## src/rtl/pong_ball_ctrl_if.sv

```systemverilog
// Ball controller bus: game-step strobe, paddle and serve inputs in,
// ball position and game status out.
interface pong_ball_ctrl_if;
    logic       tick;
    logic [9:0] paddle_x;
    logic       serve_n;
    logic [9:0] ball_x;
    logic [8:0] ball_y;
    logic       ball_visible;
    logic [7:0] score;
    logic [2:0] lives;
    logic       game_over;
    logic [1:0] state;

    modport master (
        output tick, paddle_x, serve_n,
        input  ball_x, ball_y, ball_visible, score, lives, game_over, state
    );

    modport slave (
        input  tick, paddle_x, serve_n,
        output ball_x, ball_y, ball_visible, score, lives, game_over, state
    );
endinterface

```

## src/rtl/pong_ball_ctrl.sv

```systemverilog
// Pong ball sequencer: serve, motion, wall/paddle bounces, misses,
// score and lives. Advances on the one-cycle tick strobe; all outputs
// come straight from registers.
module pong_ball_ctrl #(
    parameter int SCREEN_W   = 640,
    parameter int SCREEN_H   = 480,
    parameter int BALL_SIZE  = 8,
    parameter int PADDLE_W   = 48,
    parameter int PADDLE_Y   = 448,
    parameter int STEP       = 2,
    parameter int LIVES      = 3,
    parameter int MISS_DELAY = 64
) (
    input  logic            clk,
    input  logic            rst_n,
    pong_ball_ctrl_if.slave bus
);

    typedef enum logic [1:0] {
        S_SERVE = 2'd0,
        S_PLAY  = 2'd1,
        S_MISS  = 2'd2,
        S_OVER  = 2'd3
    } state_t;

    // All geometry compares run in 11 bits so x+STEP etc. never wrap.
    localparam logic [10:0] X_MAX     = 11'(SCREEN_W - BALL_SIZE);
    localparam logic [10:0] Y_MAX     = 11'(SCREEN_H - BALL_SIZE);
    localparam logic [10:0] STEP_W    = 11'(STEP);
    localparam logic [10:0] BS_W      = 11'(BALL_SIZE);
    localparam logic [10:0] PW_W      = 11'(PADDLE_W);
    localparam logic [10:0] PY_W      = 11'(PADDLE_Y);
    localparam logic [10:0] SERVE_OFS = 11'(PADDLE_W / 2 - BALL_SIZE / 2);
    localparam logic [8:0]  REST_Y    = 9'(PADDLE_Y - BALL_SIZE);
    localparam logic [7:0]  MISS_INIT = 8'(MISS_DELAY);
    localparam logic [2:0]  LIVES_W   = 3'(LIVES);

    state_t     state_q, state_nxt;
    logic [9:0] bx_q, bx_nxt;
    logic [8:0] by_q, by_nxt;
    logic       vis_q, vis_nxt;
    logic [7:0] score_q, score_nxt;
    logic [2:0] lives_q, lives_nxt;
    logic       go_q, go_nxt;
    logic       dx_q, dx_nxt;      // 1 = moving right
    logic       dy_q, dy_nxt;      // 1 = moving down
    logic       sdir_q, sdir_nxt;  // direction of the next serve, 1 = right
    logic [7:0] mcnt_q, mcnt_nxt;
    logic       serve_q;

    logic [10:0] x11, y11, px11;
    logic        press;
    logic        hit;

    // State and datapath registers; reset puts the ball resting on the paddle row.
    always_ff @(posedge clk or negedge rst_n) begin
        if (!rst_n) begin
            state_q <= S_SERVE;
            bx_q    <= '0;
            by_q    <= REST_Y;
            vis_q   <= 1'b1;
            score_q <= '0;
            lives_q <= LIVES_W;
            go_q    <= 1'b0;
            dx_q    <= 1'b1;
            dy_q    <= 1'b0;
            sdir_q  <= 1'b1;
            mcnt_q  <= '0;
            serve_q <= 1'b1;
        end else begin
            state_q <= state_nxt;
            bx_q    <= bx_nxt;
            by_q    <= by_nxt;
            vis_q   <= vis_nxt;
            score_q <= score_nxt;
            lives_q <= lives_nxt;
            go_q    <= go_nxt;
            dx_q    <= dx_nxt;
            dy_q    <= dy_nxt;
            sdir_q  <= sdir_nxt;
            mcnt_q  <= mcnt_nxt;
            serve_q <= bus.serve_n;
        end
    end

    // Next-state and datapath: one game step per tick in PLAY, axes handled independently.
    always_comb begin
        state_nxt = state_q;
        bx_nxt    = bx_q;
        by_nxt    = by_q;
        vis_nxt   = vis_q;
        score_nxt = score_q;
        lives_nxt = lives_q;
        go_nxt    = go_q;
        dx_nxt    = dx_q;
        dy_nxt    = dy_q;
        sdir_nxt  = sdir_q;
        mcnt_nxt  = mcnt_q;

        x11   = {1'b0, bx_q};
        y11   = {2'b00, by_q};
        px11  = {1'b0, bus.paddle_x};
        // Falling edge of the button against its registered copy.
        press = serve_q & ~bus.serve_n;
        // Ball bottom is at or just above the paddle row and reaches it this step,
        // with horizontal overlap on the current (pre-move) position.
        hit   = dy_q
              && (y11 + BS_W <= PY_W)
              && (y11 + BS_W + STEP_W >= PY_W)
              && (x11 + BS_W > px11)
              && (x11 < px11 + PW_W);

        unique case (state_q)
            S_SERVE: begin
                bx_nxt = 10'(px11 + SERVE_OFS);
                by_nxt = REST_Y;
                if (press) begin
                    dx_nxt    = sdir_q;
                    dy_nxt    = 1'b0;
                    sdir_nxt  = ~sdir_q;
                    state_nxt = S_PLAY;
                end
            end

            S_PLAY: begin
                if (bus.tick) begin
                    if (!dx_q && (x11 < STEP_W)) begin
                        bx_nxt = '0;
                        dx_nxt = 1'b1;
                    end else if (dx_q && (x11 + STEP_W > X_MAX)) begin
                        bx_nxt = 10'(X_MAX);
                        dx_nxt = 1'b0;
                    end else if (dx_q) begin
                        bx_nxt = 10'(x11 + STEP_W);
                    end else begin
                        bx_nxt = 10'(x11 - STEP_W);
                    end

                    if (!dy_q) begin
                        if (y11 < STEP_W) begin
                            by_nxt = '0;
                            dy_nxt = 1'b1;
                        end else begin
                            by_nxt = 9'(y11 - STEP_W);
                        end
                    end else if (hit) begin
                        by_nxt = REST_Y;
                        dy_nxt = 1'b0;
                        if (score_q != 8'hFF) score_nxt = score_q + 8'd1;
                    end else if (y11 + STEP_W > Y_MAX) begin
                        // Ball lost: y holds, ball hidden until the next serve.
                        lives_nxt = lives_q - 3'd1;
                        vis_nxt   = 1'b0;
                        mcnt_nxt  = MISS_INIT;
                        if (lives_q == 3'd1) begin
                            state_nxt = S_OVER;
                            go_nxt    = 1'b1;
                        end else begin
                            state_nxt = S_MISS;
                        end
                    end else begin
                        by_nxt = 9'(y11 + STEP_W);
                    end
                end
            end

            S_MISS: begin
                if (bus.tick) begin
                    mcnt_nxt = mcnt_q - 8'd1;
                    if (mcnt_q == 8'd1) begin
                        vis_nxt   = 1'b1;
                        state_nxt = S_SERVE;
                    end
                end
            end

            S_OVER: begin
                // Restart only re-arms the game; launching takes another press.
                if (press) begin
                    score_nxt = '0;
                    lives_nxt = LIVES_W;
                    go_nxt    = 1'b0;
                    vis_nxt   = 1'b1;
                    state_nxt = S_SERVE;
                end
            end
        endcase
    end

    assign bus.ball_x       = bx_q;
    assign bus.ball_y       = by_q;
    assign bus.ball_visible = vis_q;
    assign bus.score        = score_q;
    assign bus.lives        = lives_q;
    assign bus.game_over    = go_q;
    assign bus.state        = state_q;

endmodule

```

## src/flat_wrapper.sv

```systemverilog
// flat-port wrapper written by rule: the top's interface ports become plain ports
module pong_ball_ctrl_flat 
#(
    parameter int SCREEN_W   = 640,
    parameter int SCREEN_H   = 480,
    parameter int BALL_SIZE  = 8,
    parameter int PADDLE_W   = 48,
    parameter int PADDLE_Y   = 448,
    parameter int STEP       = 2,
    parameter int LIVES      = 3,
    parameter int MISS_DELAY = 64
)
  (clk, rst_n, bus_tick, bus_paddle_x, bus_serve_n, bus_ball_x, bus_ball_y, bus_ball_visible, bus_score, bus_lives, bus_game_over, bus_state);
  pong_ball_ctrl_if bus_i ();
  input  logic clk;
  input  logic rst_n;
  input wire logic [$bits(bus_i.tick)-1:0] bus_tick;
  input wire logic [$bits(bus_i.paddle_x)-1:0] bus_paddle_x;
  input wire logic [$bits(bus_i.serve_n)-1:0] bus_serve_n;
  output wire logic [$bits(bus_i.ball_x)-1:0] bus_ball_x;
  output wire logic [$bits(bus_i.ball_y)-1:0] bus_ball_y;
  output wire logic [$bits(bus_i.ball_visible)-1:0] bus_ball_visible;
  output wire logic [$bits(bus_i.score)-1:0] bus_score;
  output wire logic [$bits(bus_i.lives)-1:0] bus_lives;
  output wire logic [$bits(bus_i.game_over)-1:0] bus_game_over;
  output wire logic [$bits(bus_i.state)-1:0] bus_state;
  assign bus_i.tick = bus_tick;
  assign bus_i.paddle_x = bus_paddle_x;
  assign bus_i.serve_n = bus_serve_n;
  assign bus_ball_x = bus_i.ball_x;
  assign bus_ball_y = bus_i.ball_y;
  assign bus_ball_visible = bus_i.ball_visible;
  assign bus_score = bus_i.score;
  assign bus_lives = bus_i.lives;
  assign bus_game_over = bus_i.game_over;
  assign bus_state = bus_i.state;
  pong_ball_ctrl #(.SCREEN_W(SCREEN_W), .SCREEN_H(SCREEN_H), .BALL_SIZE(BALL_SIZE), .PADDLE_W(PADDLE_W), .PADDLE_Y(PADDLE_Y), .STEP(STEP), .LIVES(LIVES), .MISS_DELAY(MISS_DELAY)) u_core (.clk(clk), .rst_n(rst_n), .bus(bus_i));
endmodule
```

## config.mk

```make
export PLATFORM = sky130hd
export DESIGN_NAME = pong_ball_ctrl_flat
export DESIGN_NICKNAME = d
export VERILOG_FILES = /design/src/rtl/pong_ball_ctrl_if.sv /design/src/rtl/pong_ball_ctrl.sv /design/src/flat_wrapper.sv
export SDC_FILE = /design/constraint.sdc
export NUM_CORES = 1
export LEC_CHECK = 0
export ABC_CLOCK_PERIOD_IN_PS = 4000
export CAP_MARGIN = 20
export CORE_MARGIN = 1.5
export CORE_UTILIZATION = 45
export CTS_BUF_LIST = sky130_fd_sc_hd__clkbuf_4 sky130_fd_sc_hd__clkbuf_8
export CTS_CLUSTER_DIAMETER = 80
export DETAILED_ROUTE_END_ITERATION = 10
export PLACE_DENSITY = 0.66
export SLEW_MARGIN = 15
export SYNTH_ARGS = -nofsm -noshare
export SYNTH_HDL_FRONTEND = slang
export SYNTH_SLANG_ARGS = --single-unit
export TNS_END_PERCENT = 50
```

## constraint.sdc

```tcl
create_clock -name clk -period 4 [get_ports clk]
set_clock_uncertainty 0.05 [all_clocks]
set_input_delay 1.2 -clock clk [delete_from_list [all_inputs] [get_ports clk]]
set_output_delay 1.2 -clock clk [all_outputs]
set_load 0.02 [all_outputs]
```

# Word-level counts from Yosys, hierarchy flattened
# Cells that the tools add are included.
[totals] register_bits=46 latch_bits=0 ramBits=0 mem_bits_ro=0 input_bits=14 output_inout_bits=34 wordCells=141 mem_count=0
[classes] n_addsub=12 mul=0 n_div=0 magnitude_cmp=8 eq_ne=19 shift=0 muxes=64 bitwise=3 n_reduce_logical=23
[op_table] cell="two-way mux 8 bit" count=10
[op_table] cell="two-way mux 9 bit" count=5
[op_table] cell="two-way mux 10 bit" count=4
[op_table] cell="one-hot mux 8 bit (2 select lines)" count=2
[op_table] cell="two-way mux 1 bit" count=22
[op_table] cell="one-hot mux 10 bit (2 select lines)" count=1
[op_table] cell="one-hot mux 9 bit (2 select lines)" count=1
[op_table] cell="AND reduction 6 bit" count=3
[op_table] cell="two-way mux 2 bit" count=8
[op_table] cell="!= test 2 x 1 -> 1 bit (second input constant)" count=8
[op_table] cell="AND reduction 8 bit" count=2
[op_table] cell="two-way mux 3 bit" count=5
[op_table] cell="adder 10 x 2 -> 11 bit (second input constant)" count=1
[op_table] cell="adder 10 x 4 -> 11 bit (second input constant)" count=1
[op_table] cell="adder 10 x 6 -> 11 bit (second input constant)" count=1
[op_table] cell="adder 11 x 2 -> 11 bit (second input constant)" count=1
[op_table] cell=">= comparator 11 x 9 -> 1 bit (second input constant)" count=1
[op_table] cell="greater-than comparator 11 x 10 -> 1 bit" count=1
[op_table] cell="greater-than comparator 11 x 10 -> 1 bit (second input constant)" count=1
[op_table] cell="greater-than comparator 11 x 9 -> 1 bit (second input constant)" count=1
[op_table] cell="less-or-equal comparator 11 x 9 -> 1 bit (second input constant)" count=1
[op_table] cell="< comparator 10 x 11 -> 1 bit" count=1
[op_table] cell="adder 10 x 5 -> 10 bit (second input constant)" count=1
[op_table] cell="adder 9 x 2 -> 10 bit (second input constant)" count=1
[op_table] cell="other kinds (31)" count=46

# Logic depth before layout (Yosys ltp)
# Gate-level depths: netlist of run 1.
[logic_depth] ltp_word=10 depth_mapped=14

# Worst setup path after synthesis of run 1
# No wires, ideal clock.
[synth_path] path_kind="input to register" startpoint="input bus_paddle_x[5]" endpoint="register u_core.score_q[0], in the netlist u_core.bus.score[0]" setup_time_ns=0.125 t_arrival_ns=3.718 required_ns=3.825 slack_ns=0.107 stages=12 path_buffers=0 cell_sequence="inv_1 ha_1 xor2_1 ha_1 o21ai_0 nor2_1 o311a_1 or4_4 nor3_4 a21oi_1 nor2_1 mux2_2"
[synth_via] elab_chain_len=5 word_cells_on_any_way=7 cone_classes="add/sub (1); order compare (2); eq/ne (1); reduce/logical (3)"
[synth_lines] element="start, declared" line_no="flat_wrapper.sv:18" text="input wire logic [$bits(bus_i.paddle_x)-1:0] bus_paddle_x;"
[synth_lines] element="adder 10 x 6 -> 11 bit or greater-than comparator 11 x 10 -> 1 bit (tied branches)" line_no="pong_ball_ctrl.sv:111, pong_ball_ctrl.sv:110"
[synth_lines] element="< comparator 10 x 11 -> 1 bit or logical AND 1 bit (tied branches)" line_no="pong_ball_ctrl.sv:111, pong_ball_ctrl.sv:110"
[synth_lines] element="logical AND 1 bit (*)" line_no="pong_ball_ctrl.sv:111" text="&& (x11 < px11 + PW_W);"
[synth_lines] element="!= test 2 x 1 -> 1 bit (no line) (*)"
[synth_lines] element="AND reduction 6 bit (no line) (*)"
[synth_lines] element="end signal, assigned" line_no="pong_ball_ctrl.sv:75" text="score_q <= score_nxt;"
[synth_lines] element="end, declared" line_no="pong_ball_ctrl.sv:42" text="logic [7:0] score_q, score_nxt;"
# Mark *: on every way between the ends. The rest lies on a longest branch, timed or not.
# A chain may end at the register's enable or synchronous reset.

# Worst setup path in the final report of run 1
[layout_path] startpoint="input bus_paddle_x[5]" endpoint="register u_core.lives_q[1], in the netlist u_core.bus.lives[1]"
[layout_via] elab_chain_len=5 word_cells_on_any_way=7 cone_classes="add/sub (1); order compare (2); eq/ne (1); reduce/logical (3)"
[layout_lines] element="adder 10 x 6 -> 11 bit or greater-than comparator 11 x 10 -> 1 bit (tied branches)" line_no="pong_ball_ctrl.sv:111, pong_ball_ctrl.sv:110"
[layout_lines] element="< comparator 10 x 11 -> 1 bit or logical AND 1 bit (tied branches)" line_no="pong_ball_ctrl.sv:111, pong_ball_ctrl.sv:110"
[layout_lines] element="logical AND 1 bit (*)" line_no="pong_ball_ctrl.sv:111"
[layout_lines] element="!= test 2 bit (no line) (*)"
[layout_lines] element="AND reduction 6 bit (no line) (*)"
[layout_lines] element="end signal, assigned" line_no="pong_ball_ctrl.sv:76" text="lives_q <= lives_nxt;"
[layout_lines] element="end, declared" line_no="pong_ball_ctrl.sv:43" text="logic [2:0] lives_q, lives_nxt;"
# Marks and branches as above.

==> impl.org, run 1 <==
** Critical path
- Worst setup EP type :: register
- Along the worst path, the maximum fanout reaches 7.
- Reg-to-Reg Start :: u_core.bus.ball_x[4]
- Worst EP required :: 4.18 ns
- Critical Path Source :: bus_paddle_x[5]
- The signal on the critical path passes through clkbuf_2, inv_2, ha_4, xor2_1, ha_1, o21ai_1, nor2_1, o311a_1, or4_4, nor3_4, buf_4, buf_4, nor3_1, buf_4, a2bb2oi_1.
- Cell with the largest stage delay on the worst path :: sky130_fd_sc_hd__or4_4
- The cell that appears most often on the critical path is sky130_fd_sc_hd__buf_4.
- Type of origin of the critical path :: input port
- CP Data Arrival Time :: 4.08 ns
- Kind of critical path :: in -> reg
- In this design, the stage delay of the slowest critical-path cell is 0.57 ns.

** Run
- Max Cap Violations :: 0

** Drt
- Violation count after the first detailed-routing iteration :: 265
- The first detailed-routing pass ran for 5 iterations.
- Via/cell ratio :: 5.95
- Detailed Route WL :: 11.6 mm
- DR vias :: 4,188
- Residual antenna-violating net count after detailed routing :: 0
- In the routed design, unresolved DRC markers number 0.
- Dividing the detail-routed wire length by the instance count gives 16.5 microns.

** Cells and area
- Final core occ :: 0.593
- Layout cells sized above 1 :: 0.176
- Post-route cell area :: 5200 sq um
- Synthesis-to-layout area growth :: 27.0%
- 0 antenna diodes ended up in the layout.
- Non-filler cells, final :: 704
- For this run, the post-layout net count is 645.

** Global routing
- Entering global routing, the biggest net connects 46 pins.
- Grt ovf :: 0
- Wire length of the first global-routing pass :: 19.1 mm
- The number of global-route vias before repair came to 3,895.
- The initial antenna violation count is 0.
- GRT Resource Usage Total :: 0.240

** Synthesis
- Most instantiated cells after synthesis :: sky130_fd_sc_hd__nand2_1, sky130_fd_sc_hd__nor2_1, sky130_fd_sc_hd__o21ai_0, sky130_fd_sc_hd__a21oi_1, sky130_fd_sc_hd__ha_1
- Most common cell in the synthesized netlist :: sky130_fd_sc_hd__nand2_1
- The synthesized netlist contains 67 unique library cells.
- Post-synthesis sequential area ratio :: 0.278
- The mapped netlist covers 4090 sq um.
- Ys async rst share :: 1.00
- Among all flip-flop cells after synthesis, the most frequent one is sky130_fd_sc_hd__dfrtp_1.
- Yosys synthesis warning count :: 0
- Largest area contributor in the synthesized netlist :: sky130_fd_sc_hd__dfrtp_1
- Dominant cells by area after synthesis :: sky130_fd_sc_hd__dfrtp_1, sky130_fd_sc_hd__ha_1, sky130_fd_sc_hd__dfstp_2
- Counting flops and latches in the post-synthesis netlist gives 45.
- In the synthesized netlist, the number of instances is 519.
- Yosys mapped a number of flops with a built-in enable equal to 0.
- Syn_nets :: 568
- Fraction of post-synthesis cell area in the top cell type by area :: 0.208
- After synthesis, the mean cell area works out to 7.89 sq um.

** Floorplanning
- The die is 98.4 microns tall.
- Number of placement rows :: 34
- The floorplan step set the die width to 98.4 microns.
- For this configuration, the core starts out at a cell density of 0.467.
- 48 I/O pins were placed.
- The die covers 9680 sq um.
- CORE AREA :: 8760 sq um

** Timing
- Final Max Tran Viols :: 0
- Once routing completed, OpenROAD measured the worst setup slack at 0.102 ns.
- Worst Max-Slew Pin Slew :: 0.684 ns
- Worst slew margin :: 0.544
- Share of the cycle needed by the critical path after routing :: 0.975
- Maximum operating frequency :: 0.257 GHz
- Setup repair after global routing missed its margin :: yes
- Final number of hold-violating endpoints :: 0
- Final Setup Violations :: 0
- Post-route minimum period :: 3.90 ns

** Run status
- The flow ran to the end, and the final reports show no timing, DRC or antenna violations.

** Placed design
- Counting tap cells, the placed design contains a total of 691 instances.
- Once detailed placement completed, the half-perimeter wirelength came to 8.65 mm.
- At the end of routability-driven placement, the weighted congestion stood at 0.891.
- Worst slack after detailed placement :: -0.687 ns
- Number of port buffers :: 46
- Dpl cell area :: 4900 sq um

** Worst hold path
- In this run the worst hold path is classified as reg -> reg.
- In this run the most critical hold path is launched from u_core.sdir_q.

** Clocking
- The root buffer cell chosen for the clock tree is sky130_fd_sc_hd__clkbuf_8.
- For this design, the sink count on the clock tree is 45.
- TritonCTS buffer count :: 5
- No sink is reached through more buffers than the 2 on the longest clock path.
- TritonCTS clock tree :: done
- Clock latency on the worst-skew pair :: 0.30 ns
- In this run, post-CTS hold repair placed 0 buffers.
- Clock-pin slew was measured on the worst setup and hold paths at 0.09 ns.
- The H-tree was split into 2 levels.

** Pwr
- For this design the ratio of total power to cell area is 552 nW/um^2.
- Leakage :: 2.31 nW
- Largest vdd supply drop :: 0.290 mV
==> layer usage <==
metal / share of wire / up-vias / track usage
li1: - / 2017 / -
met3: 0.055 / 10 / 0.0293
met1: 0.47 / 2022 / 0.348
met2: 0.47 / 139 / 0.392
met5: 0 / - / 0
met4: 0.0067 / 0 / 0.0347
==> metrics by stage <==
step	total power [mW]	setup TNS, ns	hold slack (ns)
floorplan	1.86	0	0.417
global placement	2.40	-14.78	0.425
detailed placement	2.43	-16.25	0.431
CTS	2.82	0	0.444
global route	3.09	-0.00736	0.466
finish	2.87	0	0.440
==> flip-flops by register name, indices dropped and copies added, names as in the netlist <==
name / flops
u_core.mcnt_q: 8
u_core.bus.score: 8
u_core.dx_q: 1
u_core.bus.ball_y: 8
u_core.bus.state: 2
u_core.bus.ball_visible: 1
u_core.bus.lives: 3
u_core.bus.ball_x: 10
u_core.sdir_q: 1
u_core.bus.game_over: 1
u_core.serve_q: 1
u_core.dy_q: 1
==> power by group <==
group | internal (mW) | switching, mW
clock | 0.185 | 0.162
sequential | 0.621 | 0.266
combinational | 0.795 | 0.842
==> area by class of cell <==
cell class / instances / area (sq um)
repair buffers: 98 / 871
fillers: 815 / 3560
clock buffers: 5 / 68.8
clock inverters: 2 / 38.8
flip-flops and latches: 45 / 1140
multi-input cells: 413 / 2820
well taps: 108 / 135
inverters: 33 / 124
==> worst paths after layout <==
kind                                         to  slack [ns]  cells past startpoint
setup / recovery            u_core.bus.lives[1]        0.10                     15
hold reg to reg                   u_core.sdir_q        0.44                      1
hold / removal                    u_core.sdir_q        0.44                      1
max in group asynchronous  u_core.bus.ball_y[5]        2.52                      2
setup reg to reg           u_core.bus.ball_y[7]        0.45                     15
min in group asynchronous   u_core.bus.score[2]        0.80                      1
==> cell usage in the layout (no fill, tap or decap), types with 25 or more instances in the layout <==
master / count
sky130_fd_sc_hd__nand3_1: 25
sky130_fd_sc_hd__xnor2_1: 25
sky130_fd_sc_hd__ha_1: 31
sky130_fd_sc_hd__nand2_1: 50
sky130_fd_sc_hd__a21oi_1: 32
sky130_fd_sc_hd__nor2_1: 43
sky130_fd_sc_hd__dfrtp_1: 34
sky130_fd_sc_hd__inv_1: 28
sky130_fd_sc_hd__clkdlybuf4s50_1: 36
sky130_fd_sc_hd__o21ai_0: 37
sky130_fd_sc_hd__buf_4: 48
==> cell families after synthesis <==
kind of cell    share of synthesized area
flops                               0.278
simple gates                        0.264
buf+inv                            0.0608
other cells                      0.000916
compound gates                      0.196
mux                                0.0177
fa+ha+maj                           0.107
xor+xnor                           0.0749
==> critical path, delay by kind of cell <==
family / cells / cell delay (ns)
and+or+nand+nor: 4 / 1.02
buffers and inverters: 5 / 0.65
xor gates and xnor gates: 1 / 0.16
adders and majority gates: 2 / 0.47
AOI/OAI and AO/OA: 3 / 0.60
==> what timing repair did <==
| item | CTS | global route |
|---|---|---|
| gates resized for setup | 22 | 27 |
| pin swaps | 9 | 12 |
| hold endpoints to repair | 0 | 0 |
| setup endpoints to repair | 32 | 29 |
| buffers inserted | 3 | 2 |
No activity file was read; power rests on OpenSTA's default activity.
==> run 2, diff against run 1 <==
--- a/config.mk
+++ b/config.mk
@@ -5,16 +5,16 @@
 export SDC_FILE = /design/constraint.sdc
 export NUM_CORES = 1
 export LEC_CHECK = 0
-export ABC_CLOCK_PERIOD_IN_PS = 4000
+export ABC_CLOCK_PERIOD_IN_PS = 3500
 export CAP_MARGIN = 20
 export CORE_MARGIN = 1.5
-export CORE_UTILIZATION = 45
+export CORE_UTILIZATION = 53
 export CTS_BUF_LIST = sky130_fd_sc_hd__clkbuf_4 sky130_fd_sc_hd__clkbuf_8
 export CTS_CLUSTER_DIAMETER = 80
 export DETAILED_ROUTE_END_ITERATION = 10
-export PLACE_DENSITY = 0.66
+export PLACE_DENSITY = 0.79
 export SLEW_MARGIN = 15
 export SYNTH_ARGS = -nofsm -noshare
 export SYNTH_HDL_FRONTEND = slang
 export SYNTH_SLANG_ARGS = --single-unit
-export TNS_END_PERCENT = 50
+export TNS_END_PERCENT = 10
==> constraint.sdc (replaced) <==
create_clock -name clk -period 3.5 [get_ports clk]
set_clock_uncertainty 0.05 [all_clocks]
set_input_delay 1.05 -clock clk [delete_from_list [all_inputs] [get_ports clk]]
set_output_delay 1.05 -clock clk [all_outputs]
set_load 0.02 [all_outputs]
==> run 2 against run 1 <==
The run now ends with negative setup slack left. Cell count is 0.57% higher. Global-route usage is 5.2 points higher. Sequential power is 10% higher.
==> impl.org, run 2 (same netlist as run 1, synthesis figures left out) <==
** Global routing
- The number of global-route vias before repair was 4,233.
- Largest net degree at the start of global routing :: 46
- GRT Resource Usage Total :: 0.292
- The first global-routing pass estimated 19.8 mm of wire.
- Grt ovf :: 0
- Antenna violations before repair :: 0

** Critical path
- In this run the register-to-register setup slack is -0.02 ns.
- The worst setup path is captured at a register.
- CP Data Arrival Time :: 3.75 ns
- Kind of critical path :: in -> reg
- Along the worst path, the maximum fanout reaches 7.
- The worst setup path is launched from an input port.
- Worst EP required :: 3.69 ns

** Drt
- Across all layers, the routed design uses 4,335 vias.
- Top sig layer :: met4
- 1st-pass router iterations :: 5
- Violation count after the first detailed-routing iteration :: 433
- Average wire per standard cell :: 17.0 microns
- Residual DRC count :: 0
- The detailed router put a total of 5.20 mm of wire on met1.
- Detailed Route WL :: 12.0 mm
- Wire segments on met2 add up to 5.83 mm in the final route.
- Met3 wire len :: 754 microns
- Via/cell ratio :: 6.12
- Residual antenna-violating net count after detailed routing :: 0

** Placed design
- Summed over all nets, the half-perimeter wirelength after detailed placement is 8.58 mm.
- Number of port buffers :: 46
- In this run the cell area measured after placement is 4990 sq um.
- Routability-driven placement finished with a final weighted congestion of 0.997.

** Timing
- Headroom to the max-slew limit came out at 0.608.
- Worst Max-Slew Pin Slew :: 0.580 ns
- Final Max Tran Viols :: 0
- The final hold violation count came to 0.
- Maximum operating frequency :: 0.281 GHz
- Setup repair after global routing could not meet its margin everywhere.
- Share of the cycle needed by the critical path after routing :: 1.02
- After routing, the total negative slack on setup checks comes to -0.0606 ns.
- Post-route minimum period :: 3.56 ns
- Post-Route Hold Slack :: 0.458 ns
- Least setup slack across all paths after layout :: -0.0606 ns
- Setup violations remaining at the end of the flow were counted as 1.

** Run status
- The final reports fail on negative setup slack.
- The flow ran to the end, but the final reports show violations.

** Cells and area
- Synthesis-to-layout area growth :: 32.4%
- Once layout is complete, the utilization of the core stands at 0.736.
- Number of diodes added for antenna fixing :: 0
- In the final layout, the share of cells above drive strength 1 is 0.225.
- # nets final :: 657
- The filler cells instantiated in the layout total 540.
- Max reg flops :: 10
- With fillers left out, the area of the finished cells amounts to 5420 sq um.
- Most frequent standard cell in the layout excluding fill and tap cells :: sky130_fd_sc_hd__buf_4
- The top cell types in the final layout, fill and taps aside, are sky130_fd_sc_hd__buf_4, sky130_fd_sc_hd__nand2_1, sky130_fd_sc_hd__nor2_1, sky130_fd_sc_hd__o21ai_0, sky130_fd_sc_hd__clkdlybuf4s50_1.

** Clocking
- Clock tree synthesis found a total of 45 sinks.
- Clock-pin slew reported for the worst setup and hold paths after clock tree synthesis :: 0.09 ns
- Clock latency on the worst-skew pair, taken at its later pin, is 0.31 ns.
- CTS root buffer :: sky130_fd_sc_hd__clkbuf_8
- CTS HTree Levels :: 2
- Maximum buffer depth of the clock tree :: 2
- TritonCTS built the clock tree.
- Hold-fix buffers at CTS :: 0
- TritonCTS buffer count :: 5

** Floorplanning
- The floorplan has 31 rows.
- The region available for standard cell placement spans 7370 sq um.
- The die is 90.9 microns tall.
- Die Span X :: 90.9 microns
- Die Outline Area :: 8260 sq um
- Number of ports placed on the die boundary :: 48
- The initial utilization of the core area, before any placement, comes to 0.556.

** Run
- Across the run, the number of max-cap violations was 0.

** Pwr
- Of the total power, registers draw 0.275.
- Of the total power, the clock network draws 0.135.
- The share of total power dissipated in combinational logic is 0.590.
- Leakage :: 2.37 nW
- Total internal power :: 2.01 mW
- Net switching power figure :: 1.56 mW
- Dividing total power by cell area gives a power density of 658 nW/um^2.
- Net switching share of the total power :: 0.437
- Largest vdd supply drop :: 0.401 mV

** Worst hold path
- Worst min-delay path class :: reg -> reg
[run 2: cell types whose count changed in the layout (fill, tap and decap cells not counted), sizes merged, moves of 2 or more]
cell | previous run | this run
buf | 53 | 70
clkbuf | 7 | 5
dlygate4sd2 | 1 | 4
dlymetal6s2s | 5 | 0
[run 2: final timing paths]
check / start / end / cells past startpoint
max: bus_paddle_x[4] / u_core.bus.ball_y[2] / 16
min: u_core.sdir_q / u_core.sdir_q / 1
max reg2reg: u_core.bus.ball_x[3] / u_core.bus.ball_y[2] / 16
min reg2reg: u_core.sdir_q / u_core.sdir_q / 1
max in group asynchronous: rst_n / u_core.serve_q / 2
min in group asynchronous: rst_n / u_core.bus.ball_y[2] / 1
[run 2: layout make-up]
type / count / area, sq um / area share
flip-flops and latches: 45 / 1140 / 0.210
repair buffers: 110 / 953 / 0.176
inverters: 33 / 131 / 0.0242
well taps: 99 / 124 / 0.0228
clock buffers: 5 / 68.8 / 0.0127
multi-input cells: 413 / 2940 / 0.542
clock inverters: 3 / 65.1 / 0.0120
[run 2: timing repair]
action                                  in CTS  in global routing
gates resized for setup                     65                 21
pin swaps                                   20                 12
endpoints found under the setup margin      32                 31
setup buffers                                7                  0
[run 2: power by group through the flow]
stage	Combinational [mW]	Clock, mW	Sequential (mW)
3_3_place_gp	1.81	0	0.953
5_1_grt	2.30	0.499	1.00
4_1_cts	1.99	0.482	0.956
2_1_floorplan	1.12	0	1.01
6_report	2.11	0.482	0.980
3_5_place_dp	1.88	0	0.960
[run 2: per-layer routing]
metal  track usage  vias up
met3        0.0362       29
met4        0.0807        0
met2         0.501      198
met5             0        -
met1         0.386     2071
li1              -     2037
[run 2: worst max-delay path: stages]
cell and delay (ns):
sky130_fd_sc_hd__buf_8 0.08, sky130_fd_sc_hd__inv_4 0.03, sky130_fd_sc_hd__buf_4 0.12, sky130_fd_sc_hd__buf_4 0.14
sky130_fd_sc_hd__ha_4 0.24, sky130_fd_sc_hd__a211oi_2 0.19, sky130_fd_sc_hd__nor2_1 0.07, sky130_fd_sc_hd__or4b_4 0.49
sky130_fd_sc_hd__a32oi_2 0.17, sky130_fd_sc_hd__buf_4 0.16, sky130_fd_sc_hd__nor3_4 0.04, sky130_fd_sc_hd__buf_6 0.14
sky130_fd_sc_hd__buf_4 0.13, sky130_fd_sc_hd__buf_4 0.12, sky130_fd_sc_hd__or4_1 0.50, sky130_fd_sc_hd__o21ai_1 0.10
[run 2: through the flow]
step	std cells	power [mW]	setup slack [ns]
finish	708	3.57	-0.0606
global placement	692	2.76	-0.745
detailed placement	692	2.84	-0.836
CTS	707	3.43	-0.139
global route	708	3.80	-0.0998
floorplan	519	2.14	-0.132
==> run 3, diff against run 2 <==
--- a/config.mk
+++ b/config.mk
@@ -5,10 +5,10 @@
 export SDC_FILE = /design/constraint.sdc
 export NUM_CORES = 1
 export LEC_CHECK = 0
-export ABC_CLOCK_PERIOD_IN_PS = 3500
+export ABC_CLOCK_PERIOD_IN_PS = 3700
 export CAP_MARGIN = 20
 export CORE_MARGIN = 1.5
-export CORE_UTILIZATION = 53
+export CORE_UTILIZATION = 55
 export CTS_BUF_LIST = sky130_fd_sc_hd__clkbuf_4 sky130_fd_sc_hd__clkbuf_8
 export CTS_CLUSTER_DIAMETER = 80
 export DETAILED_ROUTE_END_ITERATION = 10
==> constraint.sdc (replaced) <==
create_clock -name clk -period 3.7 [get_ports clk]
set_clock_uncertainty 0.05 [all_clocks]
set_input_delay 1.11 -clock clk [delete_from_list [all_inputs] [get_ports clk]]
set_output_delay 1.11 -clock clk [all_outputs]
set_load 0.02 [all_outputs]
==> run 3 against run 2 <==
The run still ends with negative setup slack left. Global-route usage grew 1.7 points. Sequential power shrank 5.5%. Non-clock buffer count shrank 5. Hold slack lost 0.0034 ns. Highest routed layer unchanged. Cell area shrank 1.7%. Critical path type unchanged. Cell count shrank 0.71%. Core utilization grew 0.32 points. Largest cell class unchanged. Sequential cell count is the same. Clock power shrank 19%.
==> impl.org, run 3 (same netlist as run 1, synthesis figures left out) <==
** Run status
- The flow ran to the end, but the final reports show violations.
- The final reports fail on negative setup slack.

** Cells and area
- The multi-input combinational cells in the finished layout cover a total of 2890 sq um.
- Most used cells in the layout excluding fill and tap cells :: sky130_fd_sc_hd__buf_4, sky130_fd_sc_hd__nand2_1, sky130_fd_sc_hd__nor2_1, sky130_fd_sc_hd__clkdlybuf4s50_1
- Synthesis-to-layout area growth :: 30.2%
- # nets final :: 652
- Fill cell instance count of the final layout :: 567
- The library cell used most frequently in the layout, excluding fill and tap cells, is sky130_fd_sc_hd__buf_4.
- Of the cells placed in the final design, the portion with a size suffix greater than 1 is 0.209.
- Number of diodes added for antenna fixing :: 0
- Non-filler cells, final :: 703
- The register with the most flip-flops in the layout has 10 of them.
- Area taken by flip-flops and latches :: 1140 sq um

** Timing
- Maximum operating frequency :: 0.270 GHz
- At the pin with the least slew margin, the transition time is 0.624 ns.
- Final Max Tran Viols :: 0
- Final number of hold-violating endpoints :: 0
- The routed design could run at a clock period as short as 3.71 ns.
- Least setup slack across all paths after layout :: -0.00948 ns
- Setup repair after global routing missed its margin :: yes
- Headroom to the max-slew limit came out at 0.581.
- Share of the cycle needed by the critical path after routing :: 1.00
- Post-Route Hold Slack :: 0.455 ns
- Final Setup Violations :: 3

** Drt
- Violation count after the first detailed-routing iteration :: 367
- The detail route stage leaves a number of antenna-violating nets equal to 0.
- 1st-pass router iterations :: 7
- For this run, design rule violations remaining after detail routing come to 0.
- Detailed Route WL :: 12.1 mm
- DR vias :: 4,278
- Via/cell ratio :: 6.09
- Average wire per standard cell :: 17.2 microns

** Global routing
- Met3 routing resource usage after global routing :: 0.0406
- In the global route stage, overall resource usage came out at 0.309.
- Most crowded layer after global routing :: met2
- Summed over all layers, the global routing overflow is 0.
- In the global route stage, met1 resource usage came out at 0.427.
- Antenna violations before repair :: 0
- Wire length of the first global-routing pass :: 19.3 mm
- Largest net degree at the start of global routing :: 46
- In the global route stage, met2 resource usage came out at 0.506.
- The number of global-route vias before repair was 4,036.

** Critical path
- Worst EP required :: 3.89 ns
- Kind of critical path :: in -> reg
- Worst setup EP type :: register
- Among all stages on the critical path, the largest delay is contributed by sky130_fd_sc_hd__or4_4.
- Type of origin of the critical path :: input port
- Traced cell by cell, the critical path runs through buf_8, inv_6, ha_4, buf_6, nor2_4, xnor2_1, ha_1, a21oi_2, and3b_1, or4_4, nor3_4, buf_6, buf_8, nor2_2, a21oi_1, a2bb2oi_1.
- Maximum fanout along the worst path :: 8
- The largest single stage delay on the critical path is 0.58 ns.
- Data arrives at the worst endpoint at 3.90 ns.

** Clocking
- TritonCTS built the clock tree.
- Hold repair after CTS inserted 0 buffers.
- Clock-pin slew reported for the worst setup and hold paths after clock tree synthesis :: 0.09 ns
- Counting the buffers created by CTS gives 5.
- The clock reaches the later pin of the worst-skew pair after 0.31 ns.
- CTS HTree Levels :: 2
- The tree is rooted in a sky130_fd_sc_hd__clkbuf_8.
- Maximum buffer depth of the clock tree :: 2
- CTS saw 45 sinks.

** Pwr
- Leakage :: 2.34 nW
- Largest vdd supply drop :: 0.388 mV
- For this design the ratio of total power to cell area is 593 nW/um^2.

** Floorplanning
- The die covers 7970 sq um.
- From left edge to right edge, the die measures 89.3 microns.
- Initial Util :: 0.567
- Number of placement rows :: 31
- The die is 89.3 microns tall.
- Number of ports placed on the die boundary :: 48
- CORE AREA :: 7210 sq um

** Placed design
- The congestion estimate from routability-driven global placement came to 0.920.
- Final HPWL DP :: 8.55 mm
- Cell count after placement :: 689
- Number of port buffers :: 46

** Worst hold path
- The worst hold path belongs to the class reg -> reg.

** Run
- Max Cap Violations :: 0
run 3: repair_timing:
| item | 4_1_cts | 5_1_grt |
|---|---|---|
| endpoints found under the setup margin | 32 | 23 |
| gates resized for setup | 50 | 34 |
| setup buffers | 4 | 1 |
| endpoints found under the hold margin | 0 | 0 |
| pin swaps | 14 | 16 |
run 3: through the flow:
stage	worst slack (ns)	power, mW	util	instance area, sq um	TNS [ns]
global placement	-0.611	2.59	0.688	4960	-15.59
CTS	-0.0486	3.08	0.719	5190	-0.0486
floorplan	0.0182	2.02	-	4110	0
global route	-0.118	3.38	0.739	5330	-1.22
detailed placement	-0.659	2.64	0.688	4960	-17.05
finish	-0.00948	3.16	0.739	5330	-0.0165
run 3: area by class of cell:
cell class	count	share of cell area
clock buffers	6	0.0143
clock inverters	2	0.00728
inverters	33	0.0246
multi-input cells	413	0.542
flip-flops and latches	45	0.214
well taps	99	0.0232
repair buffers	105	0.175
run 3: worst paths after layout:
check / cells past startpoint / from / slack [ns] / to
setup / recovery: 16 / bus_paddle_x[4] / -0.009 / u_core.bus.ball_y[5]
hold / removal: 1 / u_core.sdir_q / 0.45 / u_core.sdir_q
setup reg to reg: 15 / u_core.bus.ball_x[3] / 0.12 / u_core.bus.ball_y[7]
hold reg to reg: 1 / u_core.sdir_q / 0.45 / u_core.sdir_q
max in group asynchronous: 2 / rst_n / 2.45 / u_core.bus.ball_visible
min in group asynchronous: 1 / rst_n / 0.61 / u_core.bus.ball_y[1]
run 3: critical path: cells and delay by family:
| family | cells | cell delay [ns] |
|---|---|---|
| and+or+nand+nor | 5 | 1.11 |
| buffers and inverters | 5 | 0.55 |
| adders and majority gates | 2 | 0.42 |
| AOI/OAI and AO/OA | 3 | 0.50 |
| xor gates and xnor gates | 1 | 0.19 |
run 3: power breakdown:
group,total (mW),internal [mW],switching (mW)
Sequential,0.926,0.672,0.254
Combinational,1.84,0.872,0.971
Clock,0.390,0.210,0.180
Total,3.16,1.75,1.40
run 3: layer usage:
layer  up-vias  share of wire
met5         -              0
met1      2020           0.43
met4         0          0.022
met2       199           0.49
met3        29          0.065
li1       2030              -
